File: src/rtl/serial_pkg.sv
// -----------------------------------------------------------------------------
// serial_pkg
//
// Shared definitions for the serial transmit path:
//   EOL_DEFAULT           - default end-of-line byte that releases a line lock
//   LOCK_TIMEOUT_DEFAULT  - default idle-owner cycles before a forced release
//   arb_state_t           - arbiter state encoding (ARB_IDLE / ARB_LOCKED)
//   req_idx_t             - requester index (REQ_CPU = 0, REQ_DEBUG = 1)
//   rr_pick()             - round-robin grant decision for the two requesters
//   idle_cnt_width()      - width of the idle counter for a given timeout
// -----------------------------------------------------------------------------
package serial_pkg;

  localparam logic [7:0] EOL_DEFAULT          = 8'h0A;
  localparam int         LOCK_TIMEOUT_DEFAULT = 255;

  typedef enum logic {
    ARB_IDLE   = 1'b0,
    ARB_LOCKED = 1'b1
  } arb_state_t;

  typedef logic [0:0] req_idx_t;

  localparam req_idx_t REQ_CPU   = 1'b0;
  localparam req_idx_t REQ_DEBUG = 1'b1;

  // A tie goes to whichever requester did not hold the port last; otherwise
  // the only valid requester wins.
  function automatic req_idx_t rr_pick(input logic v0, input logic v1,
                                       input req_idx_t last);
    if (v0 && v1) begin
      return ~last;
    end else if (v1) begin
      return REQ_DEBUG;
    end
    return REQ_CPU;
  endfunction

  // A disabled timeout (0) still gets a 1-bit counter so the vector is legal.
  function automatic int idle_cnt_width(input int timeout);
    if (timeout < 1) begin
      return 1;
    end
    return $clog2(timeout + 1);
  endfunction

endpackage

File: src/rtl/serial_tx_arbiter.sv
// -----------------------------------------------------------------------------
// serial_tx_arbiter
//
// Shares the single byte-wide serial transmit port between the CPU serial
// store path (requester 0) and the debug/trace monitor (requester 1). Once a
// requester is granted, the port stays locked to it until it sends EOL_CHAR,
// so text lines never interleave. An owner that stops presenting bytes for
// LOCK_TIMEOUT locked cycles loses the lock (0 disables the timeout). A
// one-entry output register drives the sink under serial_ready_in backpressure.
//
// Handshake: every byte interface here is valid/ready. A byte moves on a
// rising edge where valid and ready are both 1; a source holds valid and data
// stable until that happens. serial_wren_out/serial_ready_in follow the same
// rule, with serial_wren_out as the valid.
//
// Parameters:
//   EOL_CHAR      - byte that ends a line and releases the lock
//   LOCK_TIMEOUT  - idle-owner cycles before a forced release, 0 = never
//
// Ports:
//   clock            in   rising-edge clock
//   reset            in   synchronous, active-high
//   req0_data        in   [7:0] requester 0 byte
//   req0_valid       in   requester 0 byte available
//   req0_ready       out  requester 0 byte accepted this cycle when valid
//   req1_data        in   [7:0] requester 1 byte
//   req1_valid       in   requester 1 byte available
//   req1_ready       out  requester 1 byte accepted this cycle when valid
//   serial_ready_in  in   sink can take a byte this cycle
//   serial_out       out  [7:0] byte to the sink
//   serial_wren_out  out  serial_out valid
//   owner            out  current/last grant index
//   locked           out  port locked to owner (doubles as the FSM state view)
// -----------------------------------------------------------------------------
module serial_tx_arbiter
  import serial_pkg::*;
#(
  parameter logic [7:0] EOL_CHAR     = EOL_DEFAULT,
  parameter int         LOCK_TIMEOUT = LOCK_TIMEOUT_DEFAULT
) (
  input  logic       clock,
  input  logic       reset,
  input  logic [7:0] req0_data,
  input  logic       req0_valid,
  output logic       req0_ready,
  input  logic [7:0] req1_data,
  input  logic       req1_valid,
  output logic       req1_ready,
  input  logic       serial_ready_in,
  output logic [7:0] serial_out,
  output logic       serial_wren_out,
  output logic       owner,
  output logic       locked
);

  localparam int CNT_W = idle_cnt_width(LOCK_TIMEOUT);

  // Value the idle counter holds during the last idle cycle before release;
  // the release edge is the one on which the count would reach LOCK_TIMEOUT.
  localparam logic [CNT_W-1:0] TO_LAST =
    CNT_W'((LOCK_TIMEOUT > 0) ? (LOCK_TIMEOUT - 1) : 0);
  localparam logic [CNT_W-1:0] CNT_ONE = CNT_W'(1);

  arb_state_t       state;
  req_idx_t         owner_q;
  req_idx_t         rr_last;
  logic [CNT_W-1:0] idle_cnt;
  logic             out_valid;
  logic [7:0]       out_data;

  logic             is_locked;
  logic             can_load;
  logic             owner_valid;
  logic [7:0]       owner_data;
  logic             xfer;
  logic             drain;
  logic             timeout_hit;

  assign is_locked   = (state == ARB_LOCKED);

  // The output register can take a new byte if it is empty or is being
  // drained on this same edge; this is the only path from serial_ready_in
  // to the requester readies.
  assign can_load    = !out_valid || serial_ready_in;

  assign owner_valid = (owner_q == REQ_DEBUG) ? req1_valid : req0_valid;
  assign owner_data  = (owner_q == REQ_DEBUG) ? req1_data  : req0_data;

  assign req0_ready  = is_locked && (owner_q == REQ_CPU)   && can_load;
  assign req1_ready  = is_locked && (owner_q == REQ_DEBUG) && can_load;

  assign xfer        = is_locked && owner_valid && can_load;
  assign drain       = out_valid && serial_ready_in;
  assign timeout_hit = (LOCK_TIMEOUT != 0) && (idle_cnt == TO_LAST);

  assign serial_out      = out_data;
  assign serial_wren_out = out_valid;
  assign owner           = owner_q;
  assign locked          = is_locked;

  always_ff @(posedge clock) begin
    if (reset) begin
      state     <= ARB_IDLE;
      owner_q   <= REQ_CPU;
      rr_last   <= REQ_DEBUG;
      idle_cnt  <= '0;
      out_valid <= 1'b0;
      out_data  <= 8'h00;
    end else begin
      // Output register. A release never flushes it; the buffered byte
      // leaves on its own once the sink is ready.
      if (xfer) begin
        out_data  <= owner_data;
        out_valid <= 1'b1;
      end else if (drain) begin
        out_valid <= 1'b0;
      end

      case (state)
        ARB_IDLE: begin
          // No byte is accepted in IDLE; the grant takes effect next cycle.
          if (req0_valid || req1_valid) begin
            state    <= ARB_LOCKED;
            owner_q  <= rr_pick(req0_valid, req1_valid, rr_last);
            idle_cnt <= '0;
          end
        end

        ARB_LOCKED: begin
          if (xfer) begin
            idle_cnt <= '0;
            if (owner_data == EOL_CHAR) begin
              state   <= ARB_IDLE;
              rr_last <= owner_q;
            end
          end else if (!owner_valid) begin
            // Only an owner with nothing to send counts as idle; a byte held
            // back by a stalled sink leaves the counter alone.
            if (timeout_hit) begin
              state    <= ARB_IDLE;
              rr_last  <= owner_q;
              idle_cnt <= '0;
            end else if (LOCK_TIMEOUT != 0) begin
              idle_cnt <= idle_cnt + CNT_ONE;
            end
          end
        end

        default: begin
          state <= ARB_IDLE;
        end
      endcase
    end
  end

endmodule
File: config.mk
export PLATFORM = sky130hd
export DESIGN_NAME = serial_tx_arbiter
export DESIGN_NICKNAME = d
export VERILOG_FILES = /design/src/rtl/serial_pkg.sv /design/src/rtl/serial_tx_arbiter.sv
export SDC_FILE = /design/constraint.sdc
export NUM_CORES = 1
export LEC_CHECK = 0
export CORE_ASPECT_RATIO = 1.2
export CORE_MARGIN = 1
export CORE_UTILIZATION = 30
export CTS_BUF_LIST = sky130_fd_sc_hd__clkbuf_2
export DETAILED_ROUTE_END_ITERATION = 10
export DONT_BUFFER_PORTS = 1
export GPL_TIMING_DRIVEN = 1
export PLACE_DENSITY = 0.44
export REMOVE_ABC_BUFFERS = 1
export SYNTH_ARGS = -nofsm -noshare
export SYNTH_HDL_FRONTEND = slang
export SYNTH_SLANG_ARGS = --single-unit
export TNS_END_PERCENT = 50
File: constraint.sdc
create_clock -name clock -period 4.25 [get_ports clock]
set_input_delay 0.85 -clock clock [delete_from_list [all_inputs] [get_ports clock]]
set_output_delay 0.85 -clock clock [all_outputs]
set_load 0.02 [all_outputs]
==> results of run 1 <==
-- worst max-delay path by stage --
stage,startpoint,endpoint,slack [ns]
finish,locked,idle_cnt[4],1.76
global route,locked,idle_cnt[7],1.47
CTS,locked,idle_cnt[4],1.75
detailed placement,serial_ready_in,idle_cnt[3],1.68
global placement,serial_ready_in,idle_cnt[1],1.73
floorplan,owner,idle_cnt[1],1.98
-- critical path, cell delays in order (launching register included) --
cell      delay [ns]
dfxtp_1         0.67
inv_1           0.18
nor3_2          0.83
nor3_2          0.13
o21bai_1        0.48
nor2_1          0.09
-- synth_stat cells, types with 3 or more instances --
cell type / instances / area [µm²]
a211oi_1: 9 / 67.56
a21oi_1: 4 / 20.02
a31oi_1: 3 / 18.77
dfxtp_1: 20 / 400.4
inv_1: 3 / 11.26
mux2i_1: 10 / 100.1
nand2_1: 9 / 33.78
nand3_1: 4 / 20.02
nand4_1: 4 / 25.02
nor2_1: 17 / 63.81
nor3_1: 3 / 15.01
xor2_1: 4 / 35.03
-- placed cells by master (no fill, tap or decap), types with 2 or more instances in the layout --
| master | instances |
|---|---|
| ha_1 | 2 |
| nor4_1 | 2 |
| nor2_1 | 17 |
| dfxtp_1 | 20 |
| nor3_2 | 2 |
| nand3_1 | 4 |
| clkbuf_2 | 3 |
| a21oi_1 | 4 |
| nor3_1 | 3 |
| mux2i_1 | 10 |
| a211oi_1 | 9 |
| inv_1 | 3 |
| nand2_1 | 9 |
| a31oi_1 | 3 |
| and4_1 | 2 |
| nand4_1 | 4 |
| xor2_1 | 4 |
-- logic make-up (layout without fill, tap and decap cells) --
kind of cell	Yosys count	count (layout)	share of synthesized area, %
flip-flops	20	20	39.02
multiplexers	11	11	11.22
AO/OA/AOI/OAI	19	19	13.29
AND/OR/NAND/NOR	51	51	25.86
XOR/XNOR	5	5	4.268
buffers and inverters	8	8	3.903
adder cells (fa/ha/maj)	2	2	2.439
-- routing by layer --
metal	vias up	share of wire (%)	track usage (%)
met1	382	45	16.07
met3	2	6.0	3.131
li1	423	-	-
met2	29	48	21.39
met5	-	0	0
met4	0	0.90	6.563
-- registers in the layout, summed over array words and instances, names as in the netlist --
name / cells
owner: 1
serial_wren_out: 1
serial_out: 8
locked: 1
rr_last: 1
idle_cnt: 8
-- power by group --
part           internal [µW]  switching (µW)
clock network           20.5            58.3
logic                   17.6            24.5
registers                197            16.9
-- through the flow --
stage | power [µW] | setup slack, ns | instances | hold slack, ns
after floorplan | 251.1 | 1.980 | 111 | 0.4704
after global placement | 260.2 | 1.730 | 148 | 0.4986
after detailed placement | 260.5 | 1.677 | 148 | 0.4996
after CTS | 342.4 | 1.746 | 152 | 0.5187
after global routing | 358.5 | 1.465 | 152 | 0.5204
final | 334.6 | 1.756 | 152 | 0.5151
-- layout make-up --
cell class	count	area (µm²)	share of cell area [%]
Inverter	3	11.26	1.054
Timing Repair Buffer	1	7.507	0.7026
Multi-Input combinational cell	88	585.6	54.80
Tap cell	36	45.04	4.215
Clock buffer	3	15.01	1.405
Sequential cell	20	400.4	37.47
Clock inverter	1	3.754	0.3513
==> results.py, run 1 <==
metrics = {
    "setup_path": {
        "worstSetupPathType": "flip-flop to flip-flop",
        "r2r_slack_ns": 1.76,
        "reg2reg_to": "idle_cnt[4]",
        "start_kind": "flip-flop",
        "rr_worst_depth": 5,
        "worstPathRequired_ns": 4.45,
        "cp_max_fo": 17,
        "crit_arrival_ns": 2.69,
        "r2r_start": "locked",
        "end_kind": "flip-flop",
    },
    "logic_synthesis": {
        "yosysWarnings": 0,
        "synth_edf_count": 0,
        "synth.distinct_cells": 32,
        "synth_area_um2": 1026,
        "async_flop_share_pct": 0,
        "postSynthAreaPerCell_um2": 8.845,
        "ys_seq_elements": 20,
        "syn_inst": 116,
        "synth_ff_type": "dfxtp_1",
        "ys_seq_area_share_pct": 39.02,
    },
    "clock_tree": {
        "htree_levels": 1,
        "clock_latency_ns": 0.31,
        "path_clk_slew_ns": 0.20,
        "cts_buffers": 3,
        "cts_buffer_depth": 2,
        "cts_resized": 0,
        "cts_post_setup_buffers_inserted": 0,
        "clock-sinks": 20,
        "cts-root-buf": "clkbuf_2",
        "ctsHoldBuffers": 0,
        "cts_tree": "done",
    },
    "global_route": {
        "grt-ovfl-total": 0,
        "antenna_found_initial": 0,
        "grt_usage_pct": 13.09,
        "grt_pass1_wl_um": 3746,
        "grt_pass1_vias": 849,
        "grt_max_degree": 18,
    },
    "sta": {
        "grt_setup_unrepaired": "no",
        "skew_ns": 0.01055,
        "finalCriticalPeriod_ns": 2.494,
        "fmax_mhz": 400.9,
        "finalCritPeriodShare_pct": 58.69,
        "relSlewSlack_pct": 34.56,
        "finalHoldViolCount": 0,
        "drv_slew": 0,
        "tightest_slew_ns": 0.9763,
        "setup_viol": 0,
        "finalSetupTns_ns": 0,
    },
    "final_layout": {
        "drive_above_1_share_pct": 7.759,
        "fill_cells": 334,
        "final_nets": 140,
        "fin_util_pct": 33.75,
        "antenna_cells": 0,
        "post-route-cell-area_um2": 1069,
        "syn_to_final_growth_pct": 4.146,
    },
    "floorplan": {
        "initial_utilization_pct": 32.41,
        "die_w_um": 55.39,
        "rows": 22,
        "core_um2": 3166,
        "die_h_um": 66.06,
        "io_pins": 34,
        "die_area_um2": 3659,
    },
    "placed_design": {
        "place_area_um2": 1050,
        "routabilityCongestion": 0.7336,
        "io_buffers": 0,
        "dp_hpwl_um": 1710,
    },
    "worst_hold_path": {
        "holdPathStages": 2,
        "min_from": "idle_cnt[6]",
        "min_to": "idle_cnt[6]",
        "hp-class": "flip-flop to flip-flop",
    },
    "routing": {
        "drtIter0Drc": 22,
        "drc": 0,
        "viasPerCell": 5.500,
        "routedWlPerCell_um": 14.64,
        "postRouteAntennaNets": 0,
        "firstDrtPassIters": 4,
        "drt-total-wl_um": 2226,
        "num_vias": 836,
    },
    "pwr": {
        "p_per_area_nw_per_um2": 313.2,
        "p_leak_uw": 0.0003640,
        "ir_drop_uv": 144.3,
    },
    "run": {
        "max_cap_viol_count": 0,
    },
    "run_status": {
        "status": "finished clean",
    },
}
Note: power is estimated with default switching activity, not from simulation.
==> run 2, diff against run 1 <==
==> constraint.sdc (replaced) <==
create_clock -name clock -period 2.6 [get_ports clock]
set_input_delay 0.52 -clock clock [delete_from_list [all_inputs] [get_ports clock]]
set_output_delay 0.52 -clock clock [all_outputs]
set_load 0.02 [all_outputs]
==> results.py, run 2 (same netlist as run 1, synthesis figures left out) <==
metrics = {
    "clock_tree": {
        "clock-sinks": 20,
        "cts_post_setup_buffers_inserted": 0,
        "ctsHoldBuffers": 0,
        "htree_levels": 1,
        "clock_latency_ns": 0.31,
        "cts_buffer_depth": 2,
        "cts_buffers": 3,
        "path_clk_slew_ns": 0.19,
        "cts_tree": "done",
        "cts-root-buf": "clkbuf_2",
        "cts_resized": 0,
    },
    "routing": {
        "drt-total-wl_um": 2225,
        "postRouteAntennaNets": 0,
        "routedWlPerCell_um": 14.54,
        "viasPerCell": 5.431,
        "num_vias": 831,
        "drc": 0,
        "drtIter0Drc": 17,
        "firstDrtPassIters": 4,
    },
    "floorplan": {
        "die_h_um": 66.06,
        "rows": 22,
        "initial_utilization_pct": 32.41,
        "io_pins": 34,
        "die_area_um2": 3659,
        "core_um2": 3166,
        "die_w_um": 55.39,
    },
    "sta": {
        "fin_ws_ns": 0.6232,
        "finalCriticalPeriod_ns": 1.977,
        "grt_setup_unrepaired": "no",
        "skew_ns": 0.005445,
        "finalHoldViolCount": 0,
        "setup_viol": 0,
        "fmax_mhz": 505.9,
        "relSlewSlack_pct": 65.86,
        "drv_slew": 0,
        "tightest_slew_ns": 0.5111,
        "finalCritPeriodShare_pct": 76.03,
        "finalSetupTns_ns": 0,
    },
    "final_layout": {
        "post-route-cell-area_um2": 1076,
        "drive_above_1_share_pct": 8.547,
        "antenna_cells": 0,
        "layout_common_cells": "20 x dfxtp_1, 17 x nor2_1, 10 x mux2i_1",
        "final_nets": 141,
        "final_common_cell": "dfxtp_1",
        "syn_to_final_growth_pct": 4.878,
    },
    "setup_path": {
        "cp_max_fo": 10,
        "worstSetupPathType": "flip-flop to primary output",
        "crit_arrival_ns": 1.46,
        "start_kind": "flip-flop",
        "rr_worst_depth": 5,
        "r2r_slack_ns": 0.80,
        "r2r_start": "locked",
        "reg2reg_to": "idle_cnt[2]",
        "worstPathRequired_ns": 2.08,
        "end_kind": "primary output",
    },
    "global_route": {
        "grt_pass1_vias": 793,
        "grt_max_degree": 17,
        "grt_usage_pct": 12.60,
        "grt_pass1_wl_um": 3615,
        "antenna_found_initial": 0,
        "grt-ovfl-total": 0,
    },
    "pwr": {
        "p_leak_uw": 0.0003692,
        "total_power_uw": 548.0,
        "ir_drop_uv": 208.5,
        "p_per_area_nw_per_um2": 509.3,
    },
    "run_status": {
        "status": "finished clean",
    },
    "run": {
        "max_cap_viol_count": 0,
    },
    "placed_design": {
        "routabilityCongestion": 0.7577,
        "place_area_um2": 1057,
        "dp_slack_ns": 0.8242,
        "io_buffers": 0,
        "dp_hpwl_um": 1767,
    },
    "worst_hold_path": {
        "min_from": "reset",
        "min_to": "serial_out[0]",
        "holdPathStages": 1,
        "hp-class": "input pin to flip-flop",
    },
}
run 2: final cells by class:
class	count	area, µm²
Fill cell	316	2090
Multi-Input combinational cell	88	585.6
Sequential cell	20	400.4
Tap cell	36	45.04
Clock buffer	3	15.01
Timing Repair Buffer	2	15.01
Inverter	3	11.26
Clock inverter	1	3.754
run 2: how the worst max path moves through the flow:
stage,from,to,slack (ns)
after floorplan,owner,idle_cnt[1],0.33
after global placement,req0_valid,idle_cnt[3],0.82
after detailed placement,locked,idle_cnt[2],0.82
after CTS,locked,req0_ready,0.59
after global routing,locked,req0_ready,0.54
final,locked,req0_ready,0.62
run 2: report_power, final:
| part | internal, µW | switching (µW) |
|---|---|---|
| sequential | 322 | 27.8 |
| clock | 33.5 | 95.4 |
| combinational | 29.9 | 39.8 |
run 2: routing by layer:
metal	up-vias	global-route usage [%]	wire length, µm
met3	4	3.131	159
met5	-	0	0
met2	26	22.44	1112
li1	425	-	-
met1	376	14.20	925
met4	0	5.625	28
run 2: worst max-delay path, cell delays in order, from the launching register on:
cell and delay, ns:
dfxtp_1 0.65, nand2_1 0.15, nor2_1 0.35
run 2: through the flow:
stage / instances / utilization [%] / hold slack, ns
5_1_grt: 153 / 33.99 / 0.1865
3_3_place_gp: 149 / 33.40 / 0.5009
4_1_cts: 153 / 33.99 / 0.2060
3_5_place_dp: 149 / 33.40 / 0.5051
2_1_floorplan: 111 / - / 0.4704
6_report: 153 / 33.99 / 0.2411
